===== config.mk =====
export PLATFORM = sky130hd
export DESIGN_NAME = oric_tape_adc
export DESIGN_NICKNAME = d
export VERILOG_FILES = /design/src/rtl/oric_tape_adc.sv
export SDC_FILE = /design/constraint.sdc
export NUM_CORES = 1
export LEC_CHECK = 0
export ABC_CLOCK_PERIOD_IN_PS = 5050
export CAP_MARGIN = 30
export CORE_ASPECT_RATIO = 1.75
export CORE_MARGIN = 4
export CORE_UTILIZATION = 48
export DETAILED_ROUTE_END_ITERATION = 10
export HOLD_SLACK_MARGIN = 0.08
export PLACE_DENSITY = 0.76
export SYNTH_ARGS = -nofsm -noshare
export SYNTH_HDL_FRONTEND = slang
export SYNTH_SLANG_ARGS = --single-unit

===== constraint.sdc =====
create_clock -name clk -period 5.05 [get_ports clk]
set_input_delay 1.01 -clock clk [delete_from_list [all_inputs] [get_ports clk]]
set_output_delay 1.01 -clock clk [all_outputs]
set_load 0.02 [all_outputs]

===== src/rtl/oric_tape_adc.sv =====
// oric_tape_adc: cassette input front end for the Oric core.
// Periodically runs one LTC2308 conversion over SPI. Each 12-bit sample
// drives a hysteresis comparator (tape bit) and an activity hold timer.
//
// Output strobe semantics: sample_valid is a one-cycle strobe with no
// backpressure. sample, dout and active change only in the cycle that
// sample_valid is high, and they hold their values until the next strobe.
module oric_tape_adc #(
  parameter int          CLK_RATE    = 50_000_000,
  parameter int          SAMPLE_RATE = 48_000,
  parameter int          SCK_DIV     = 2,
  parameter int          CONV_PULSE  = 2,
  parameter int          CONV_WAIT   = 80,
  parameter logic [5:0]  ADC_CFG     = 6'b100010,
  parameter logic [11:0] HIST_HI     = 12'd2200,
  parameter logic [11:0] HIST_LO     = 12'd1900,
  parameter logic [15:0] ACT_HOLD    = 16'd24000
) (
  input  logic        clk,
  input  logic        reset_n,
  output logic        adc_convst,
  output logic        adc_sck,
  output logic        adc_sdi,
  input  logic        adc_sdo,
  output logic [11:0] sample,
  output logic        sample_valid,
  output logic        dout,
  output logic        active,
  output logic [2:0]  dbg_state
);

  // Sample period in clk cycles and counter widths.
  localparam int P      = CLK_RATE / SAMPLE_RATE;
  localparam int TW     = (P > 1) ? $clog2(P) : 1;
  localparam int CMAX_A = (CONV_PULSE > CONV_WAIT) ? CONV_PULSE : CONV_WAIT;
  localparam int CMAX   = (CMAX_A > 2 * SCK_DIV) ? CMAX_A : 2 * SCK_DIV;
  localparam int CW     = $clog2(CMAX + 1);

  localparam logic [TW-1:0] TICK_LAST  = TW'(P - 1);
  localparam logic [CW-1:0] CONV_LAST  = CW'(CONV_PULSE - 1);
  localparam logic [CW-1:0] WAIT_LAST  = CW'(CONV_WAIT - 1);
  localparam logic [CW-1:0] LOW_LAST   = CW'(SCK_DIV - 1);
  localparam logic [CW-1:0] HIGH_LAST  = CW'(2 * SCK_DIV - 1);

  localparam logic [2:0] S_IDLE  = 3'd0;
  localparam logic [2:0] S_CONV  = 3'd1;
  localparam logic [2:0] S_WAIT  = 3'd2;
  localparam logic [2:0] S_SHIFT = 3'd3;
  localparam logic [2:0] S_DONE  = 3'd4;

  // A full transaction must fit inside one sample period, otherwise ticks
  // would be silently dropped every time.
  if (P <= CONV_PULSE + CONV_WAIT + 24 * SCK_DIV + 2) begin : g_rate_check
    $error("oric_tape_adc: sample period too short for one ADC transaction");
  end
  if (SCK_DIV < 1) begin : g_sck_check
    $error("oric_tape_adc: SCK_DIV must be at least 1");
  end

  logic [TW-1:0] r_tick_cnt;
  logic          w_tick;
  logic [2:0]    r_state;
  logic [CW-1:0] r_cnt;
  logic [3:0]    r_bit;
  logic [5:0]    r_cfg_sr;
  logic [11:0]   r_shift;
  logic          r_convst;
  logic          r_sck;
  logic          r_sdi;
  logic [11:0]   r_sample;
  logic          r_sample_valid;
  logic          r_dout;
  logic          r_active;
  logic [15:0]   r_act_cnt;
  logic          w_dout_next;
  logic          w_toggle;

  assign w_tick = (r_tick_cnt == TICK_LAST);

  // Free-running sample period counter, 0..P-1.
  always_ff @(posedge clk or negedge reset_n) begin
    if (!reset_n) begin
      r_tick_cnt <= '0;
    end else if (w_tick) begin
      r_tick_cnt <= '0;
    end else begin
      r_tick_cnt <= r_tick_cnt + 1'b1;
    end
  end

  // Hysteresis decision on the freshly shifted-in sample; equal values hold.
  always_comb begin
    w_dout_next = r_dout;
    if (r_shift > HIST_HI) begin
      w_dout_next = 1'b1;
    end else if (r_shift < HIST_LO) begin
      w_dout_next = 1'b0;
    end
  end

  assign w_toggle = (w_dout_next != r_dout);

  // Conversion sequencer, SPI shifter, and registered sample/tape/activity outputs.
  always_ff @(posedge clk or negedge reset_n) begin
    if (!reset_n) begin
      r_state        <= S_IDLE;
      r_cnt          <= '0;
      r_bit          <= '0;
      r_cfg_sr       <= '0;
      r_shift        <= '0;
      r_convst       <= 1'b0;
      r_sck          <= 1'b0;
      r_sdi          <= 1'b0;
      r_sample       <= '0;
      r_sample_valid <= 1'b0;
      r_dout         <= 1'b0;
      r_active       <= 1'b0;
      r_act_cnt      <= '0;
    end else begin
      r_sample_valid <= 1'b0;
      case (r_state)
        S_IDLE: begin
          // Ticks seen outside IDLE are simply lost.
          if (w_tick) begin
            r_state  <= S_CONV;
            r_convst <= 1'b1;
            r_cnt    <= '0;
          end
        end
        S_CONV: begin
          if (r_cnt == CONV_LAST) begin
            r_convst <= 1'b0;
            r_state  <= S_WAIT;
            r_cnt    <= '0;
          end else begin
            r_cnt <= r_cnt + 1'b1;
          end
        end
        S_WAIT: begin
          if (r_cnt == WAIT_LAST) begin
            r_state  <= S_SHIFT;
            r_cnt    <= '0;
            r_bit    <= '0;
            r_sdi    <= ADC_CFG[5];
            r_cfg_sr <= {ADC_CFG[4:0], 1'b0};
          end else begin
            r_cnt <= r_cnt + 1'b1;
          end
        end
        S_SHIFT: begin
          if (r_cnt == LOW_LAST) begin
            // SCK rising edge: capture SDO, MSB first.
            r_sck   <= 1'b1;
            r_shift <= {r_shift[10:0], adc_sdo};
            r_cnt   <= r_cnt + 1'b1;
          end else if (r_cnt == HIGH_LAST) begin
            r_sck <= 1'b0;
            r_cnt <= '0;
            if (r_bit == 4'd11) begin
              r_state <= S_DONE;
              r_sdi   <= 1'b0;
            end else begin
              // Config bits run out after six shifts; zeros follow.
              r_bit    <= r_bit + 1'b1;
              r_sdi    <= r_cfg_sr[5];
              r_cfg_sr <= {r_cfg_sr[4:0], 1'b0};
            end
          end else begin
            r_cnt <= r_cnt + 1'b1;
          end
        end
        S_DONE: begin
          r_sample       <= r_shift;
          r_sample_valid <= 1'b1;
          r_dout         <= w_dout_next;
          if (w_toggle) begin
            r_act_cnt <= ACT_HOLD;
            r_active  <= (ACT_HOLD != 16'd0);
          end else if (r_act_cnt != 16'd0) begin
            r_act_cnt <= r_act_cnt - 16'd1;
            if (r_act_cnt == 16'd1) begin
              r_active <= 1'b0;
            end
          end
          r_state <= S_IDLE;
        end
        default: begin
          r_state <= S_IDLE;
        end
      endcase
    end
  end

  assign adc_convst   = r_convst;
  assign adc_sck      = r_sck;
  assign adc_sdi      = r_sdi;
  assign sample       = r_sample;
  assign sample_valid = r_sample_valid;
  assign dout         = r_dout;
  assign active       = r_active;
  assign dbg_state    = r_state;

endmodule


### After elaboration in Yosys (flattened, before gate mapping)

Cells that the tools add are included.

| operators by class | value |
|---|---|
| $lt $le $gt $ge | 2 |
| equal/unequal tests | 18 |
| $add $sub $neg | 4 |
| muxes and demuxes | 42 |
| reduce and logical (&&, ||, !) cells | 17 |

Operator list:

| operator | count |
|---|---|
| $mux 7 | 5 |
| $mux 16 | 2 |
| $pmux 7 s4 | 1 |
| $mux 6 | 4 |
| $mux 3 | 6 |
| $eq 16x1->1 const B | 1 |
| $mux 4 | 4 |
| $reduce_bool 16->1 | 1 |
| $sub 16x1->16 const B | 1 |
| $mux 1 | 14 |
| $ne 2x2->1 const B | 7 |
| $gt 12x12->1 const B | 1 |
| $lt 12x11->1 const B | 1 |
| $pmux 3 s4 | 1 |
| $pmux 6 s2 | 1 |
| $add 11x1->11 const B | 1 |
| $eq 11x11->1 const B | 1 |
| $mux 11 | 1 |
| $reduce_bool 2->1 | 5 |
| $pmux 4 s2 | 1 |
| $reduce_and 2->1 | 4 |
| $add 7x1->7 const B | 1 |
| $eq 7x1->1 const B | 1 |
| $eq 7x2->1 const B | 1 |
| other kinds (14) | 17 |

| word-level totals | value |
|---|---|
| word-level logic and storage cells | 97 |
| register bits after elaboration | 77 |

### Longest topological paths before layout

| logic depth | value |
|---|---|
| word-level depth | 6 |
| mapped depth | 8 |

### Worst setup path before layout

No wires, ideal clock.

| path | value |
|---|---|
| kind | flip-flop to flip-flop |
| start | reg r_state[1] (netlist: dbg_state[1]) |
| end | reg r_act_cnt[8] |
| arrival | 2,024 ps |
| cell stages (with the launch flop) | 8 |
| path slack | 2,957 ps |
| clock period less this slack | 2,093 ps |
| cell sequence | dfrtp_1 > buf_2 > or3b_2 > buf_2 > inv_1 > o21ai_2 > or4_1 > nand3_1 |

| on the way | value |
|---|---|
| word-level cells in the longest chain between the ends | 2 |

RTL lines:

| item | RTL line | text |
|---|---|---|
| from (decl) | 62 | `logic [2:0] r_state;` |
| from (signal assigned) | 106 | `r_state <= S_IDLE;` |
| from (signal assigned) | 125 | `r_state <= S_CONV;` |
| from (signal assigned) | 133 | `r_state <= S_WAIT;` |
| $eq 3x3->1 | 121 | `case (r_state)` |
| $reduce_and 2->1 (no source line) | -- |  |
| to (signal assigned) | 180 | `r_act_cnt <= r_act_cnt - 16'd1;` |
| to (decl) | 74 | `logic [15:0] r_act_cnt;` |

No other way between the ends.
A chain may end at the register's enable or synchronous reset.

### Final worst setup path

| path | value |
|---|---|
| start | reg r_state[0] (netlist: dbg_state[0]) |
| end | reg r_act_cnt[8] |

Same word-level chain as after synthesis.

==> flow_summary.ini <==
[pwr]
pwr_cell_area_nw_per_um2 = 300
p_clk_frac = 0.522
net-switching-power_uw = 241
part_of_the_power_in_registers = 0.468
report.power.total_mw = 1.29
comb_power_share = 0.010
p_int_mw = 1.05
max-vdd-ir-drop_v = 0.000198
sw_frac_of_total = 0.187
leak_nw = 2.00

[routing]
totalWireLength_mm = 7.80
wl_per_cell_um = 15.9
first_iter_violations = 152
vias = 2827
post_drt_via_cell_ratio = 5.77
antenna_left = 0
detail_route.drc_violations = 0
drt_pass1_iterations = 4

[logic_synthesis]
synth_enable_flop_cells = 0
synth.yosys.seq_area_share = 0.506
synth.avg_cell_area_um2 = 9.76
netlist_instances = 380
synth-seq-cells = 75
netlist_area_um2 = 3710
synthFlopType = sky130_fd_sc_hd__dfrtp_1
synthDistinctLibCells = 54
ys_async_sr_fraction = 1.00
yosysWarnings = 0
post-synth-top-area-fraction = 0.506
post_synth_main_area_contributors = sky130_fd_sc_hd__dfrtp_1 (51%), sky130_fd_sc_hd__nand2_1 (6.3%), sky130_fd_sc_hd__mux2_2 (3.9%)
synth_fp_nets = 391
synth_area_leader_cell = sky130_fd_sc_hd__dfrtp_1

[finish]
post_route_cells_drive_above_1_share = 0.0920
stdcell_count = 490
fin_nets = 409
final_area_um2 = 4290
area.growth.synth_to_final_pct = 15.6
layout.core_utilization = 0.567
diodes = 0

[die]
die_width_um = 74.5
coreArea_um2 = 7570
die-area_um2 = 9250
placementRows = 42
floorplan.initialDensity = 0.490
fp.dieH_um = 124
ioPinCount = 24

[worst_setup_path]
critPathCaptureType = flop
crit_arrival_ns = 3.04
critical_path.startpoint_type = flop
worst_ep_required_time_ns = 5.32
critical_path_peak_fanout = 23
worst-setup-path-type = reg -> reg

[sta]
setup_repair_after_global_routing_missed_its_margin = no
finalCritPeriodShare = 0.549
fin_worst_skew_ns = 0.00689
setup_ws_ns = 2.28
final.setup.tns_ns = 0
period_needed_ns = 2.77
timing.fmax_ghz = 0.361
slew-limit-headroom = 0.396
setup_viol = 0
finalHoldViolCount = 0
hold_slack_ns = 0.478
max_slew.worst_pin.slew_ns = 0.906
finalMaxSlewViolations = 0

[placed_design]
placedCellCount = 475
gp_congestion = 0.889
port_buffers = 23
half_perimeter_wire_length_after_detailed_placement_mm = 5.37
placement.cell_area_um2 = 3980
preCtsSetupSlack_ns = 2.28

[grt]
grt_max_degree = 76
grt.total_usage = 0.189
grt_pass1_wl_mm = 13.6
grt_antenna_before_repair = 0
grt_pass1_vias = 2954
grt_most_used_layer = met2
grt.overflow.total = 0
groute.layer.met3.usage = 0.0420
grt_use_met1 = 0.209
met2_usage = 0.323

[cts]
clockRootBuffer = sky130_fd_sc_hd__clkbuf_16
cts_inserted_buffers = 9
ctsHtreeMaxLevel = 3
post_cts.repair.setup_buffers = 0
clock_tree_from_tritoncts = done
clock_sink_count = 75
cts-resized-gates = 0
clock_tree.buffer_depth = 2
clk_pin_slew_worst_paths_ns = 0.06
clk-insertion-delay-late_ns = 0.34
cts_hold_buffers = 0

[hold_path]
holdCritPathClass = reg -> reg

[run]
drv.max_cap_violation_count = 0

[outcome]
status = finished, final reports clean
synthesized netlist by cell type, types with 8 or more instances:
cell and count:
sky130_fd_sc_hd__clkbuf_1 11, sky130_fd_sc_hd__xor2_1 11, sky130_fd_sc_hd__nor3_1 16, sky130_fd_sc_hd__dfrtp_1 75
sky130_fd_sc_hd__ha_1 8, sky130_fd_sc_hd__o21ai_0 20, sky130_fd_sc_hd__nand3_1 18, sky130_fd_sc_hd__inv_1 11
sky130_fd_sc_hd__or3_1 8, sky130_fd_sc_hd__nor2_1 26, sky130_fd_sc_hd__a21oi_1 8, sky130_fd_sc_hd__mux2_2 13
sky130_fd_sc_hd__nand2_1 62
layer usage:
layer  vias to the layer above  share of wire
met5                         -              0
met4                         0          0.028
met3                        20          0.028
met2                        46           0.55
met1                      1389           0.40
li1                       1372              -
final timing paths:
check / startpoint / slack (ns) / endpoint / depth (start not counted)
min in group asynchronous: reset_n / 0.81 / r_cnt[4]$_DFFE_PN0P_ / 1
max in group asynchronous: reset_n / 3.65 / dbg_state[0]$_DFFE_PN0P_ / 1
max reg2reg: dbg_state[0]$_DFFE_PN0P_ / 2.28 / r_act_cnt[8]$_DFFE_PN0P_ / 5
min: sample[6]$_DFFE_PN0P_ / 0.48 / sample[6]$_DFFE_PN0P_ / 2
max: dbg_state[0]$_DFFE_PN0P_ / 2.28 / r_act_cnt[8]$_DFFE_PN0P_ / 5
min reg2reg: sample[6]$_DFFE_PN0P_ / 0.48 / sample[6]$_DFFE_PN0P_ / 2
power by group through the flow:
stage | Clock [mW] | Sequential, mW | Combinational [mW]
finish | 0.673 | 0.602 | 0.0129
global route | 0.713 | 0.602 | 0.0155
CTS | 0.682 | 0.602 | 0.0140
detailed placement | 0 | 0.613 | 0.0140
global placement | 0 | 0.613 | 0.0136
floorplan | 0 | 0.613 | 0.000768
cell families (layout without fill, tap and decap cells):
group	after synthesis	count (layout)	share of synthesized area
XOR/XNOR	18	18	0.0425
adder cells (fa/ha/maj)	8	8	0.0270
multiplexers	15	15	0.0449
AND/OR/NAND/NOR	180	180	0.249
AO/OA/AOI/OAI	57	57	0.101
buffers and inverters	27	49	0.0297
flip-flops	75	75	0.506
sequential cells by signal, indices dropped and copies added (netlist names):
register,count
dout,1
r_cfg_sr,4
adc_sdi,1
active,1
sample,12
sample_valid,1
adc_convst,1
r_shift,12
adc_sck,1
r_tick_cnt,11
r_cnt,7
r_act_cnt,16
r_bit,4
dbg_state,3
worst max-delay path: stages, from the launching register on:
cell and delay (ns):
sky130_fd_sc_hd__dfrtp_1 0.52, sky130_fd_sc_hd__or3b_2 0.73, sky130_fd_sc_hd__inv_1 0.57, sky130_fd_sc_hd__o21ai_2 0.25, sky130_fd_sc_hd__or4_1 0.54, sky130_fd_sc_hd__nand3_1 0.09
area by class of cell:
class	instances	area (um^2)
tap	88	110
inverter	11	41.3
multi-input combinational	278	1720
clock inverter	2	60.1
timing repair buffer	23	228
sequential	75	1880
fill	691	3280
clock buffer	13	250
cells in the final DEF (no fill, tap or decap), types with 3 or more instances in the layout:
master	instances
sky130_fd_sc_hd__ha_1	8
sky130_fd_sc_hd__dfrtp_1	75
sky130_fd_sc_hd__clkbuf_1	3
sky130_fd_sc_hd__or4_1	3
sky130_fd_sc_hd__a22o_1	6
sky130_fd_sc_hd__nor4b_1	3
sky130_fd_sc_hd__o21ai_0	20
sky130_fd_sc_hd__a31oi_1	3
sky130_fd_sc_hd__xnor2_1	7
sky130_fd_sc_hd__inv_1	11
sky130_fd_sc_hd__nand2_1	62
sky130_fd_sc_hd__nor2b_1	7
sky130_fd_sc_hd__a211oi_1	4
sky130_fd_sc_hd__a21oi_1	8
sky130_fd_sc_hd__mux2_2	13
sky130_fd_sc_hd__clkdlybuf4s50_1	22
sky130_fd_sc_hd__clkbuf_16	9
sky130_fd_sc_hd__nor4_1	6
sky130_fd_sc_hd__nand3_1	18
sky130_fd_sc_hd__nor2_1	26
sky130_fd_sc_hd__nand4_1	3
sky130_fd_sc_hd__and3_1	7
sky130_fd_sc_hd__nor3_1	16
sky130_fd_sc_hd__or3_1	8
sky130_fd_sc_hd__xor2_1	11
Note: power is estimated with default switching activity, not from simulation.
